### config.mk
export PLATFORM = sky130hd
export DESIGN_NAME = qoa_slice_sequencer
export DESIGN_NICKNAME = d
export VERILOG_FILES = /design/src/rtl/qoa_slice_sequencer.sv
export SDC_FILE = /design/constraint.sdc
export NUM_CORES = 1
export LEC_CHECK = 0
export CORE_MARGIN = 3
export CORE_UTILIZATION = 43
export DETAILED_ROUTE_END_ITERATION = 16
export MAX_ROUTING_LAYER = met4
export SLEW_MARGIN = 5
export SYNTH_ARGS = -nofsm -noshare
export SYNTH_HDL_FRONTEND = slang
export SYNTH_SLANG_ARGS = --single-unit
### constraint.sdc
create_clock -name sys_clk -period 5.9 [get_ports sys_clk]
set_clock_uncertainty 0.2 [all_clocks]
set_input_delay 1.18 -clock sys_clk [delete_from_list [all_inputs] [get_ports sys_clk]]
set_output_delay 1.18 -clock sys_clk [all_outputs]
set_load 0.005 [all_outputs]
### src/rtl/qoa_slice_sequencer.sv
// QOA mono stream parser: header/LMS sequencing plus double-buffered slice residual issue; slice residuals appear 2 cycles after the slice's last byte.
// byte_valid cannot be stalled: a slice byte arriving while both slice buffers are full is dropped and ovf sticks.
module qoa_slice_sequencer #(
  parameter bit CHECK_MAGIC  = 1'b1,
  parameter int MAX_FSAMPLES = 5120
) (
  input  logic        sys_clk,
  input  logic        sys_rst_n,
  input  logic [7:0]  byte_in,
  input  logic        byte_valid,
  output logic        lms_wr,
  output logic        lms_sel,
  output logic [1:0]  lms_idx,
  output logic [15:0] lms_val,
  output logic        res_valid,
  input  logic        res_ready,
  output logic [2:0]  res_code,
  output logic [3:0]  res_sf,
  output logic        res_last,
  output logic        frame_done,
  output logic [23:0] samplerate,
  output logic [15:0] fsamples,
  output logic        err,
  output logic        ovf
);

  typedef enum logic [2:0] {FILE_HDR, FRAME_HDR, LMS_HIST, LMS_WGT, SLICE, ERR} state_t;

  state_t      state, state_nx;
  logic [2:0]  bcnt;
  logic [47:0] hdr_sr;
  logic [15:0] samples_left;

  logic [63:0] c_buf;
  logic        c_full;
  logic [4:0]  c_cnt;
  logic        c_last;

  logic [59:0] e_res;
  logic [3:0]  e_sf;
  logic        e_full;
  logic [4:0]  e_idx;
  logic [4:0]  e_cnt;
  logic        e_last;

  logic        hs, e_final, e_free, move;
  logic        slice_take, slice_done, last_slice, byte_ok, lms_fire, ovf_hit;
  logic [7:0]  magic_byte;
  logic        magic_bad;
  logic [15:0] hdr_fs;

  always_comb begin
    magic_byte = 8'h71;
    case (bcnt[1:0])
      2'd0: magic_byte = 8'h71;
      2'd1: magic_byte = 8'h6F;
      2'd2: magic_byte = 8'h61;
      2'd3: magic_byte = 8'h66;
      default: magic_byte = 8'h71;
    endcase
  end

  assign hs         = e_full && res_ready;
  assign e_final    = (e_idx == e_cnt - 5'd1);
  // E can take C this edge if empty or if its very last residual is leaving now
  assign e_free     = !e_full || (hs && e_final);
  assign move       = c_full && e_free;
  assign slice_take = byte_valid && (state == SLICE) && (!c_full || move);
  assign slice_done = slice_take && (bcnt == 3'd7);
  assign ovf_hit    = byte_valid && (state == SLICE) && c_full && !move;
  assign last_slice = (samples_left <= 16'd20);
  assign byte_ok    = byte_valid && (state != ERR) && ((state != SLICE) || slice_take);
  assign lms_fire   = byte_valid && ((state == LMS_HIST) || (state == LMS_WGT)) && bcnt[0];
  assign magic_bad  = CHECK_MAGIC && !bcnt[2] && (byte_in != magic_byte);
  assign hdr_fs     = hdr_sr[23:8];

  assign res_valid  = e_full;
  assign res_code   = e_res[59:57];
  assign res_sf     = e_sf;
  assign res_last   = e_full && e_last && e_final;

  always_comb begin
    state_nx = state;
    case (state)
      FILE_HDR: if (byte_valid) begin
        if (magic_bad)              state_nx = ERR;
        else if (bcnt == 3'd7)      state_nx = FRAME_HDR;
      end
      FRAME_HDR: if (byte_valid) begin
        if (bcnt == 3'd0 && byte_in != 8'd1) state_nx = ERR;
        else if (bcnt == 3'd7)
          state_nx = (hdr_fs > 16'(MAX_FSAMPLES)) ? ERR : LMS_HIST;
      end
      LMS_HIST: if (byte_valid && bcnt == 3'd7) state_nx = LMS_WGT;
      LMS_WGT:  if (byte_valid && bcnt == 3'd7)
        state_nx = (fsamples == 16'd0) ? FRAME_HDR : SLICE;
      SLICE:    if (slice_done && last_slice) state_nx = FRAME_HDR;
      ERR:      state_nx = ERR;
      default:  state_nx = ERR;
    endcase
  end

  always_ff @(posedge sys_clk or negedge sys_rst_n) begin
    if (!sys_rst_n) begin
      state <= FILE_HDR;
    end else begin
      state <= state_nx;
    end
  end

  always_ff @(posedge sys_clk or negedge sys_rst_n) begin
    if (!sys_rst_n) begin
      bcnt         <= '0;
      hdr_sr       <= '0;
      samples_left <= '0;
      c_buf        <= '0;
      c_full       <= 1'b0;
      c_cnt        <= '0;
      c_last       <= 1'b0;
      e_res        <= '0;
      e_sf         <= '0;
      e_full       <= 1'b0;
      e_idx        <= '0;
      e_cnt        <= '0;
      e_last       <= 1'b0;
      lms_wr       <= 1'b0;
      lms_sel      <= 1'b0;
      lms_idx      <= '0;
      lms_val      <= '0;
      frame_done   <= 1'b0;
      samplerate   <= '0;
      fsamples     <= '0;
      err          <= 1'b0;
      ovf          <= 1'b0;
    end else begin
      lms_wr     <= lms_fire;
      frame_done <= (hs && res_last) ||
                    ((state == LMS_WGT) && byte_valid && (bcnt == 3'd7) && (fsamples == 16'd0));

      if (byte_ok) begin
        bcnt <= bcnt + 3'd1;
        if (state != SLICE) hdr_sr <= {hdr_sr[39:0], byte_in};
      end

      if (lms_fire) begin
        lms_sel <= (state == LMS_WGT);
        lms_idx <= bcnt[2:1];
        lms_val <= {hdr_sr[7:0], byte_in};
      end

      if ((state == FRAME_HDR) && byte_valid && (bcnt == 3'd7)) begin
        samplerate   <= hdr_sr[47:24];
        fsamples     <= hdr_fs;
        samples_left <= hdr_fs;
      end

      if (slice_take) c_buf <= {c_buf[55:0], byte_in};
      if (slice_done) begin
        c_cnt        <= last_slice ? samples_left[4:0] : 5'd20;
        c_last       <= last_slice;
        samples_left <= last_slice ? 16'd0 : samples_left - 16'd20;
      end
      c_full <= (c_full && !move) || slice_done;

      if (move) begin
        e_full <= 1'b1;
        e_res  <= c_buf[59:0];
        e_sf   <= c_buf[63:60];
        e_idx  <= '0;
        e_cnt  <= c_cnt;
        e_last <= c_last;
      end else if (hs) begin
        if (e_final) begin
          e_full <= 1'b0;
        end else begin
          e_idx <= e_idx + 5'd1;
          e_res <= {e_res[56:0], 3'b000};
        end
      end

      if (ovf_hit) ovf <= 1'b1;

      if (state_nx == ERR) begin
        err    <= 1'b1;
        c_full <= 1'b0;
        e_full <= 1'b0;
      end
    end
  end

endmodule

==> results.md <==
- The source-to-sink clock delay at the later pin of the worst-skew pair is 540 ps.
- The cell sitting at the root of the clock tree is a clkbuf_16.
- Setup repair after global routing left no endpoint under its margin.
- The buffer count from post-CTS setup fixing is 0.
- The die covers slightly below 30000 um2.
- The largest fanout of any net on the critical path is 11.
- Dividing the final minimum period by the clock period gives 0.721.
- Data on the critical path is required at its endpoint by between 4000 and 5000 ps.
- The number of vias per cell is 5.62.
- The run finished with clean final reports.
- dfrtp_1 takes more of the synthesized area than any other cell.
- For the pin with the worst max-slew slack, the measured transition is 1140 ps.
- The share of final-layout standard cells stronger than drive strength 1 is 0.174.
- The global-route usage over all layers is 0.188.
- By area, the combinational part of the netlist is dominated by compound AO/OA/AOI/OAI gates.
- Yosys attributes the largest share of cell area to dfrtp_1, mux2_2, nand2_1, o22ai_1, a21oi_1.
- STA classifies the critical path startpoint as a flop.
- Measured against its own limit, the worst slew margin works out to 0.240.
- For this design the ratio of total power to cell area is between 200 and 300 nW/um2.
- The global-route wire length before repair is 46300 um.
- The average size of a mapped cell is about 11 um2.
- For this block, the initial DRC count from the detailed router was approximately 660.
- In this run, synthesis inferred 0 flip-flops with an integrated enable.
- Data arrives at the worst endpoint at 2870 ps.
- The share of synthesized flip-flops with an asynchronous set or reset is 1.00.
- The number of hold violations in the final report was 0.
- The flop and latch count out of synthesis is 280.
- The die is 173 um tall.
- Clock tree synthesis inserted a total of 30 buffers.
- The share of the synthesized area in the top cell type is 0.588.
- The simple logic cell fraction of the synthesized area is 0.107.
- The number of nets at the end of the flow is 1144.
- Of the total synthesized cell area, the portion taken by XOR and XNOR cells is 0.00808.
- The number of distinct library cell variants in the gate-level netlist after synthesis is 56.
- The layout has 2431 filler cells.
- Global routing finished with a remaining overflow of 0.
- In the synthesized netlist the dominant register cell turns out to be dfrtp_1.
- The path class of the tightest hold or removal check is flop to flop.
- Hold repair after CTS inserted 0 buffers.
- The total of warnings raised by yosys is 0.
- In this run the horizontal extent of the chip is about 170 um.
- STA classifies the critical path endpoint as an output port.
- For this design the top-level I/O count stands at 84.
- The floorplan has 60 rows.
- Once layout is done, the placed cells without fillers occupy 14100 um2.
- Across the run, the number of max-cap violations was 0.
- The count of buffers inserted at the top-level ports is 83.
- The share of cell area taken by muxes after synthesis is 0.118.
- The fraction of the mapped netlist area in compound gates is 0.138.
- Post-CTS repair changed the size of 0 cells.
- The most common cell after layout, fill and taps aside is dfrtp_1.
- Static timing analysis puts the maximum clock frequency at 235 MHz.
- The number of nets handed over by synthesis was around 1100.
- The cell area after synthesis is between 10000 and 15000 um2.
- The cell depth of the worst flop-to-flop path is 8.
- The number of antenna violations at the first check in global routing is 0.
- The via count of the first global-routing pass is 8398.
- The number of nets with antenna violations after routing is 0.
- The pin count of the biggest net entering global routing is 134.
- The number of standard cells after synthesis is between 1000 and 1500.
- The number of clock sinks seen by CTS is 280.
- The detailed router placed approximately 8500 vias in this run.
- The final setup TNS is 0 ps.
- Once placement finished, the instance area stood at 13000 um2.
- Clock-pin slew was measured on the worst setup and hold paths at approximately 60 ps.
- Detailed placement ended at an HPWL of between 15000 and 20000 um.
- The number of max-slew violations in the final report is 0.
- The kind of critical path is flop to output port.
- The initial utilization of the core area, before any placement, comes to 0.440.
- For this design the static power due to leakage is 6.88 nW.
- CTS built an H-tree with a depth of 1.
- The TritonCTS clock tree is built.
- The adder-cell share of the synthesized area is 0.00944.
- Routability-driven placement finished with a final weighted congestion of between 0.7 and 0.8.
- The detail-routed net length per standard cell is 18.1 um.
- The total length of routed wires is about 28000 um.
- Counting along the longest clock path gives a buffer depth of 3.
- The top cell types in the final layout, fill and taps aside, are dfrtp_1, nand2_1, mux2_2, o22ai_1, clkdlybuf4s50_1.
- The worst hold path stage count is 2.
- The clock period could shrink to between 4000 and 5000 ps.
- The layout-stage area growth over the synthesis result is 17.9%.
- The number of search-and-repair iterations in the first detailed-routing pass is 4.
- The placeable core region is ~27000 um2.
- Of the synthesized area, sequential elements account for 0.588.
- The number of antenna cells inserted is 0.
- The number of design rule violations left after detail routing is 0.
- The worst-case IR drop observed on VDD is about 200 uV.
- The number of endpoints failing setup at the final stage is 0.
[layout make-up]
cell class	instances	area [um2]	share of cell area
Clock buffer	48	950	0.0676
Inverter	16	60.1	0.00427
Multi-Input combinational cell	701	4560	0.325
Sequential cell	280	7010	0.499
Tap cell	372	465	0.0331
Clock inverter	7	68.8	0.00490
Timing Repair Buffer	94	938	0.0668
[critical path: stages (launching register included)]
cell,delay [ps]
dfrtp_1,400
inv_1,70
ha_1,310
xor2_1,130
o211ai_1,130
a211oi_1,250
buf_4,240
and3_1,280
clkdlybuf4s50_1,540
[sequential cells by signal, indices dropped and copies added (netlist names), 2 cells and up]
signal,count
bcnt,3
hdr_sr,48
state,3
samples_left,16
samplerate,24
e_res,60
fsamples,16
c_buf,64
lms_idx,2
res_sf,4
e_cnt,5
e_idx,5
c_cnt,5
lms_val,16
[synth_stat cells (3+ instances only)]
cell	number
a21o_1	6
o211ai_1	3
nand2b_1	5
nor2b_1	4
a211oi_1	3
or2_2	3
nand2_1	198
inv_1	15
a22o_1	3
o21a_1	3
and3_1	6
or3_1	5
o22ai_1	118
o2bb2ai_1	3
nor3b_1	4
nand4_1	3
xnor2_1	8
ha_1	9
buf_2	18
dfrtp_1	280
nand3_1	13
xor2_1	3
mux2_2	123
buf_4	6
nor3_1	12
buf_1	5
a21oi_1	74
nor2_1	19
clkbuf_1	42
nor4_1	7
o21ai_0	24
and2_1	4
a221o_1	8
[path summary, 6_finish.rpt]
check	endpoint	start	slack [ps]
hold reg to reg	c_cnt[4]	c_cnt[4]	260
setup reg to reg	samples_left[14]	e_cnt[0]	2540
max in group asynchronous	e_res[42]	sys_rst_n	3740
min in group asynchronous	fsamples[8]	sys_rst_n	530
setup / recovery	res_last	e_cnt[0]	1650
hold / removal	c_cnt[4]	c_cnt[4]	260
[logic make-up (layout without fill, tap and decap cells)]
group / Yosys count / after routing
compound gates: 265 / 265
xor+xnor: 11 / 11
fa+ha+maj: 9 / 9
buf+inv: 88 / 165
flops: 280 / 280
mux: 125 / 125
simple gates: 291 / 291
[through the flow]
step	hold WS, ps	instances	util	setup WS, ps	power [mW]
after floorplan	233	1069	-	2860	1.97
after CTS	270	1518	0.519	1650	3.93
after global routing	298	1518	0.519	1470	4.01
after global placement	255	1463	0.481	1610	2.03
after detailed placement	256	1463	0.481	1590	2.03
final	264	1518	0.519	1650	3.89
[per-layer routing]
| layer | wire, um | GRT usage | vias to the layer above |
|---|---|---|---|
| li1 | - | - | 3969 |
| met1 | 14100 | 0.293 | 4367 |
| met2 | 11900 | 0.261 | 172 |
| met3 | 1150 | 0.0307 | 29 |
| met4 | 424 | 0.0351 | 0 |
| met5 | 0 | - | - |
[where the power goes]
group          total [mW]  internal (mW)  leakage (nW)  switching (mW)
clock network        1.90           1.14         0.498           0.756
registers            1.92           1.92          3.89         0.00125
logic              0.0686         0.0132          2.48          0.0554
total                3.89           3.07          6.88           0.813
No activity file was read; power rests on OpenSTA's default activity.
